## config.mk

```make
export PLATFORM = sky130hd
export DESIGN_NAME = mips_prog_loader
export DESIGN_NICKNAME = d
export VERILOG_FILES = /design/src/rtl/mips_loader_pkg.sv /design/src/rtl/mips_run_counter.sv /design/src/rtl/mips_prog_loader.sv
export SDC_FILE = /design/constraint.sdc
export NUM_CORES = 1
export LEC_CHECK = 0
export ABC_CLOCK_PERIOD_IN_PS = 3000
export CAP_MARGIN = 40
export CORE_MARGIN = 2
export CORE_UTILIZATION = 35
export DETAILED_ROUTE_END_ITERATION = 6
export DONT_BUFFER_PORTS = 1
export GPL_ROUTABILITY_DRIVEN = 0
export PLACE_DENSITY_LB_ADDON = 0.08
export SLEW_MARGIN = 0
export SYNTH_ARGS = -nofsm -noshare
export SYNTH_HDL_FRONTEND = slang
export SYNTH_SLANG_ARGS = --single-unit
```

## constraint.sdc

```tcl
create_clock -name clk1 -period 3 [get_ports clk1]
set_clock_uncertainty 0.2 [all_clocks]
set_input_delay 0.6 -clock clk1 [delete_from_list [all_inputs] [get_ports clk1]]
set_output_delay 0.6 -clock clk1 [all_outputs]
set_load 0.01 [all_outputs]
```

## src/rtl/mips_loader_pkg.sv

```systemverilog
// Shared opcodes and FSM encoding for the pipe_MIPS32 host loader.
package mips_loader_pkg;

  localparam logic [1:0] OP_MEM_WR = 2'd0;
  localparam logic [1:0] OP_MEM_RD = 2'd1;
  localparam logic [1:0] OP_REG_RD = 2'd2;
  localparam logic [1:0] OP_RUN    = 2'd3;

  // Primary opcode field of the core's HLT instruction.
  localparam logic [5:0] HLT_OPCODE = 6'h3f;

  typedef enum logic [2:0] {
    ST_IDLE      = 3'd0,
    ST_WRITE     = 3'd1,
    ST_RD_WAIT   = 3'd2,
    ST_RESP      = 3'd3,
    ST_RUN_START = 3'd4,
    ST_RUN       = 3'd5
  } loader_state_e;

endpackage

```

## src/rtl/mips_run_counter.sv

```systemverilog
// Saturating run-cycle counter with synchronous clear and a limit compare.
module mips_run_counter #(
  parameter int W     = 16,
  parameter int LIMIT = 1000
) (
  input  logic         clk1,
  input  logic         rst_n,
  input  logic         clr,
  input  logic         en,
  output logic [W-1:0] count,
  output logic         at_limit
);

  always_ff @(posedge clk1 or negedge rst_n) begin
    if (!rst_n) begin
      count <= '0;
    end else if (clr) begin
      count <= '0;
    end else if (en && (count != '1)) begin
      count <= count + W'(1);
    end
  end

  assign at_limit = (count == W'(LIMIT));

endmodule

```

## src/rtl/mips_prog_loader.sv

```systemverilog
// Host loader/debug port for pipe_MIPS32: memory write/read, register read, run with cycle count.
// Optional RUN watchdog enabled by defining MIPS_LOADER_TIMEOUT_EN.
module mips_prog_loader
  import mips_loader_pkg::*;
#(
  parameter int ADDR_W    = 10,
  parameter int RUN_CNT_W = 16,
  parameter int TIMEOUT   = 1000
) (
  input  logic              clk1,
  input  logic              rst_n,
  input  logic              cmd_valid,
  output logic              cmd_ready,
  input  logic [1:0]        cmd_op,
  input  logic [ADDR_W-1:0] cmd_addr,
  input  logic [31:0]       cmd_data,
  output logic              rsp_valid,
  input  logic              rsp_ready,
  output logic [31:0]       rsp_data,
  output logic              rsp_err,
  output logic              mem_we,
  output logic [ADDR_W-1:0] mem_addr,
  output logic [31:0]       mem_wdata,
  input  logic [31:0]       mem_rdata,
  output logic [4:0]        reg_addr,
  input  logic [31:0]       reg_rdata,
  output logic              cpu_hold,
  output logic              pc_load,
  output logic [31:0]       pc_value,
  input  logic              cpu_halted,
  output logic [2:0]        dbg_state
);

  // Both channels: a transfer happens on a rising edge where valid && ready;
  // the sender holds its payload stable from asserting valid until that edge.

  loader_state_e        state;
  logic [1:0]           op_q;
  logic                 err_q;
  logic [RUN_CNT_W-1:0] cnt;
  logic                 cnt_at_limit;
  logic                 run_timeout;

  assign dbg_state = state;

  mips_run_counter #(
    .W     (RUN_CNT_W),
    .LIMIT (TIMEOUT)
  ) u_run_counter (
    .clk1     (clk1),
    .rst_n    (rst_n),
    .clr      (state == ST_RUN_START),
    .en       (state == ST_RUN),
    .count    (cnt),
    .at_limit (cnt_at_limit)
  );

`ifdef MIPS_LOADER_TIMEOUT_EN
  assign run_timeout = cnt_at_limit;
  assign rsp_err     = err_q;
`else
  logic unused_watchdog;
  assign unused_watchdog = cnt_at_limit ^ err_q;
  assign run_timeout     = 1'b0;
  assign rsp_err         = 1'b0;
`endif

  always_ff @(posedge clk1 or negedge rst_n) begin
    if (!rst_n) begin
      state     <= ST_IDLE;
      op_q      <= OP_MEM_WR;
      cmd_ready <= 1'b0;
      rsp_valid <= 1'b0;
      rsp_data  <= '0;
      err_q     <= 1'b0;
      mem_we    <= 1'b0;
      mem_addr  <= '0;
      mem_wdata <= '0;
      reg_addr  <= '0;
      cpu_hold  <= 1'b1;
      pc_load   <= 1'b0;
      pc_value  <= '0;
    end else begin
      case (state)
        ST_IDLE: begin
          if (cmd_valid && cmd_ready) begin
            cmd_ready <= 1'b0;
            op_q      <= cmd_op;
            case (cmd_op)
              OP_MEM_WR: begin
                mem_addr  <= cmd_addr;
                mem_wdata <= cmd_data;
                mem_we    <= 1'b1;
                state     <= ST_WRITE;
              end
              OP_MEM_RD: begin
                mem_addr <= cmd_addr;
                state    <= ST_RD_WAIT;
              end
              OP_REG_RD: begin
                reg_addr <= cmd_addr[4:0];
                state    <= ST_RD_WAIT;
              end
              default: begin
                pc_value <= {{(32-ADDR_W){1'b0}}, cmd_addr};
                pc_load  <= 1'b1;
                cpu_hold <= 1'b0;
                state    <= ST_RUN_START;
              end
            endcase
          end else begin
            cmd_ready <= 1'b1;
          end
        end
        ST_WRITE: begin
          mem_we    <= 1'b0;
          cmd_ready <= 1'b1;
          state     <= ST_IDLE;
        end
        ST_RD_WAIT: begin
          rsp_data  <= (op_q == OP_REG_RD) ? reg_rdata : mem_rdata;
          err_q     <= 1'b0;
          rsp_valid <= 1'b1;
          state     <= ST_RESP;
        end
        ST_RESP: begin
          if (rsp_ready) begin
            rsp_valid <= 1'b0;
            cmd_ready <= 1'b1;
            state     <= ST_IDLE;
          end
        end
        // HALTED is not looked at here: it may still be left over from before the run.
        ST_RUN_START: begin
          pc_load <= 1'b0;
          state   <= ST_RUN;
        end
        ST_RUN: begin
          if (cpu_halted) begin
            cpu_hold  <= 1'b1;
            rsp_data  <= {{(32-RUN_CNT_W){1'b0}}, cnt};
            err_q     <= 1'b0;
            rsp_valid <= 1'b1;
            state     <= ST_RESP;
          end else if (run_timeout) begin
            cpu_hold  <= 1'b1;
            rsp_data  <= 32'(TIMEOUT);
            err_q     <= 1'b1;
            rsp_valid <= 1'b1;
            state     <= ST_RESP;
          end
        end
        default: begin
          state <= ST_IDLE;
        end
      endcase
    end
  end

endmodule

```

## Yosys cells after proc, flatten, opt, wreduce, memory -nomap -nowiden

Cells that the tools add are included.

| operators by class | value |
|---|---|
| bitwise gates (word level) | 1 |
| reductions and logical operators | 26 |
| $add $sub $neg | 1 |
| mux-type cells | 25 |
| equal/unequal tests | 14 |

Operators with widths:

| operator | count |
|---|---|
| 32-bit 2-to-1 mux | 2 |
| 32-bit one-hot mux with 2 select lines | 1 |
| 16-bit 2-to-1 mux | 2 |
| 3-bit AND reduction | 8 |
| 16-bit by 1-bit adder with 16-bit output (second input constant) | 1 |
| 16-bit != test (second input constant) | 1 |
| 3-bit one-hot mux with 5 select lines | 1 |
| 1-bit 2-to-1 mux | 10 |
| 2-bit nonzero test | 5 |
| 3-bit 2-to-1 mux | 3 |
| 2-bit != test (second input constant) | 4 |
| 3-bit by 2-bit equality test with 1-bit output (second input constant) | 2 |
| 3-bit equality test (second input constant) | 2 |
| 1-bit one-hot mux with 2 select lines | 3 |
| 1-bit one-hot mux with 3 select lines | 2 |
| 3-bit one-hot mux with 2 select lines | 1 |
| 2-bit AND reduction | 3 |
| 3-bit nonzero test | 2 |
| 2-bit equality test (second input constant) | 2 |
| 4-bit AND reduction | 1 |
| 2-bit OR reduction | 2 |
| 3-bit by 1-bit equality test with 1-bit output (second input constant) | 1 |
| 3-bit logical NOT | 1 |
| 3-bit OR reduction | 1 |
| other kinds (5) | 6 |

| word-level totals | value |
|---|---|
| output and inout port bits | 120 |
| register bits | 115 |

## Depth between registers and ports, before layout

| logic depth | value |
|---|---|
| word-level depth | 5 |
| depth in mapped cells | 7 |
| gate-level depth less buffers | 5 |

## Modules after synthesis

Synthesis repeated with hierarchy kept, for this count alone.

| second synthesis, totals | value |
|---|---|
| cells, all modules | 471 |
| area, all modules | 5602.9 sq um |

By module, submodules not included:

| module | sequential area each (sq um) | cells an instance | times used | area an instance (sq um) |
|---|---|---|---|---|
| mips_prog_loader | 2478.6 | 366 | 1 | 4583.1 |
| mips_run_counter | 400.4 | 105 | 1 | 1019.7 |

## Least setup slack after synthesis

OpenSTA, ideal clock, no wires.

| timing | value |
|---|---|
| kind | register -> register |
| start point | reg state[1], in the netlist dbg_state[1] |
| end point | reg u_run_counter.count[9] |
| path slack | 0.750 ns |
| clock period less this slack | 2.250 ns |
| cell stages (with the launch flop) | 6 |
| setup time | 0.077 ns |
| arrival time | 1.973 ns |
| cells stage by stage | dfrtp_1 > nand3b_2 > or4_1 > clkbuf_1 > or4_1 > a21oi_1 |

| between the ends | value |
|---|---|
| word-level cells in the longest chain between the ends | 3 |
| elaborated cells between the ends (all ways) | 5 |
| those cells by class | eq/ne (2); mux (1); reduce/logical (2) |

RTL lines:

| what | RTL line | RTL |
|---|---|---|
| start: declaration | mips_prog_loader.sv:37 | `loader_state_e state;` |
| start signal: assignment | mips_prog_loader.sv:70 | `state <= ST_IDLE;` |
| start signal: assignment | mips_prog_loader.sv:94 | `state <= ST_WRITE;` |
| start signal: assignment | mips_prog_loader.sv:98 | `state <= ST_RD_WAIT;` |
| 3-bit equality test | mips_prog_loader.sv:53 | `.en (state == ST_RUN),` |
| 1-bit logical AND | mips_run_counter.sv:19 | `end else if (en && (count != '1)) begin` |
| 2-bit nonzero test (no line) | -- |  |
| end signal: assignment | mips_run_counter.sv:20 | `count <= count + W'(1);` |
| end: declaration | mips_run_counter.sv:10 | `output logic [W-1:0] count,` |

Several ways; a longest one is shown, not always the timed one.
A chain may end at the register's enable or synchronous reset.

## Worst setup path in the final report

| timing | value |
|---|---|
| start point | reg state[0], in the netlist dbg_state[0] |
| end point | reg u_run_counter.count[9] |

Same word-level chain as after synthesis.

==> impl_results.md <==
* Outcome: finished with violations
* Failing checks: negative hold slack
* Crit path from: dbg_state[0]
* Layout net count at 581
* First-pass GRT wire length at 20200 um
* Cell area after synthesis at 0.00545 sq mm
* Worst setup SP type: register
* Setup Total Neg Slack at 0 ns
* Number of flops mapped to enable cells by yosys at 0
* DRT antenna net count at 0
* Die Y at 129 um
* Grt total ovfl at 0
* Origin of the critical flop-to-flop path: dbg_state[0]
* Synth top area share at 52.3%
* Initial antenna violation count at 0
* Clk Latency, worst-skew pair at 0.41 ns
* Fin. Hold Viols at 115
* R2R cell count at 4
* Initial DRC Count at 233
* Max_slew headroom at 62.5%
* Worst IR Drop VDD at 470 uV
* Chip width at 129 um
* Starting density of the core at 35.9%
* Post-synth top cells: dfrtp_1, mux2_2, mux2i_1, nand2_1
* Worst min-delay path class: in2async
* GR Util All Layers at 15.8%
* Slew Limit Fails at 0
* Clock-pin slew on the worst setup and hold paths at 0.05 ns
* Routed len/inst at 19.7 um
* DRT Pass-1 Iters at 4
* Area contributors post-synth: dfrtp_1, mux2_2, mux2i_1
* Register area share after synthesis at 52.8%
* Finished Layout Cells at 663
* Setup bufs post-CTS at 0
* Setup violations, final at 0
* Met2 wire len at 6280 um
* Mean Syn Cell Area at 11.8 sq um
* WL met1 at 5350 um
* Die Area at 0.0166 sq mm
* DR top layer: met4
* Critical Setup Path Class: reg2reg
* Crit path DAT at 2.45 ns
* Vias at 3550
* CTS tree: built
* Met3 WL at 1220 um
* Yosys warns at 0
* Worst Path Max Fanout at 12
* H-tree depth at 4
* Site row count at 45
* Count of state elements after synthesis at 115
* Sink Count at 115
* Share of cells above drive strength 1 at 22.9%
* Dominant synthesized flop cell: dfrtp_1
* Total routed wirelength at 13100 um
* Post-synth cell types at 48
* Req. time, crit path at 3.13 ns
* Vias/cell at 5.35
* Cells after Synth at 463
* Total CTS buffers at 17
* Clock Path Buffers at 2
* Fin crit period at 2.32 ns
* Largest area contributor in the netlist: dfrtp_1
* Post-DP HPWL at 9090 um
* Hold WS at -0.309 ns
* PD cells at 1060 mW/mm^2
* Antenna cells at 0
* DP Cell Count at 631
* Root Buffer Master: clkbuf_16
* Drt drc at 0
* Port Buffers at 0
* Max-cap violations at 0
* Pin count of the biggest net entering global routing at 116
* Most common cell in the netlist: dfrtp_1
* Ys async rst share at 100%
* Unrepaired setup endpoints after global routing: false
* Least-Margin Pin Slew at 0.562 ns
* Area Overhead vs Synth at 12.5%
* Resized Gates After CTS at 0
* Crit share post-route at 77.5%
* Vias in the first global route at 3622
* Area of the core at 0.0152 sq mm
* Max frequency at 430 MHz
* Static leakage at 2.76 nW
* Number of I/O pins at 233
* CP endpoint kind: register
[flip-flops by register name, indices dropped and copies added (netlist names)]
register	count
u_run_counter.count	16
cmd_ready	1
cpu_hold	1
pc_value	10
mem_wdata	32
mem_we	1
op_q	2
reg_addr	5
rsp_valid	1
dbg_state	3
mem_addr	10
rsp_data	32
pc_load	1
[where the power goes]
part           total, mW  leakage, nW  internal, mW  switching, mW
Clock               1.84        0.253          1.12          0.725
Sequential          3.09         1.43          2.23          0.862
Combinational       1.60         1.08         0.827          0.769
[cell families (layout without fill, tap and decap cells)]
group / count (synthesis) / after routing / synth area share [%]
fa+ha+maj: 6 / 6 / 1.38
flops: 115 / 115 / 52.8
compound gates: 84 / 84 / 11.2
buf+inv: 55 / 45 / 5.51
other cells: 1 / 23 / 0.0688
mux: 96 / 96 / 19.0
simple gates: 106 / 106 / 10.0
[through the flow]
stage	power [mW]	setup slack, ns	util, %	cell area, sq um	hold slack [ns]
global route	6.96	0.533	40.4	6130	-0.333
CTS	6.63	0.671	40.4	6130	-0.330
finish	6.53	0.676	40.4	6130	-0.309
global placement	4.70	0.665	36.7	5580	0.109
floorplan	4.25	0.750	-	5530	0.104
detailed placement	4.74	0.621	36.7	5580	0.110
[path summary, 6_finish.rpt]
check,end,slack (ns)
setup / recovery,u_run_counter.count[9],0.68
hold / removal,rsp_data[9],-0.31
setup reg to reg,u_run_counter.count[9],0.68
hold reg to reg,op_q[1],0.31
max in group asynchronous,cpu_hold,2.72
min in group clk1,pc_value[2],0.14
[layout by cell type, fill, tap and decap left out, types with 3 or more instances in the layout]
cell type	count
nand2_1	34
a21oi_1	10
nand4_1	5
inv_1	3
nand2b_1	3
buf_4	9
clkinv_4	3
nor2_1	21
clkinvlp_4	6
nor4_1	5
dfrtp_1	114
nor3_1	3
o21ai_0	3
mux2_2	59
ha_1	6
o31ai_1	21
and3_1	3
mux2i_1	37
a21o_1	18
a211oi_1	17
clkbuf_8	3
or4_1	6
nand3_1	7
conb_1	23
clkbuf_16	17
[final cells by class]
class	instances	area, sq um
inverters	3	11.3
clock buffers	21	470
clock inverters	11	81.3
flip-flops and latches	115	2880
multi-input cells	315	2370
repair buffers	10	87.6
fillers	1472	9070
well taps	188	235
[critical path, cell delays in order (launching register included)]
cell	delay, ns
dfrtp_1	0.62
nand3b_2	0.13
or4_1	0.64
or4_1	0.50
a21oi_1	0.16
[routing by layer]
| metal | vias up | GRT usage [%] |
|---|---|---|
| li1 | 1637 | - |
| met1 | 1754 | 19.6 |
| met2 | 146 | 24.2 |
| met3 | 13 | 6.82 |
| met4 | 0 | 7.03 |
| met5 | - | 0 |
(Power assumes the default switching activity.)
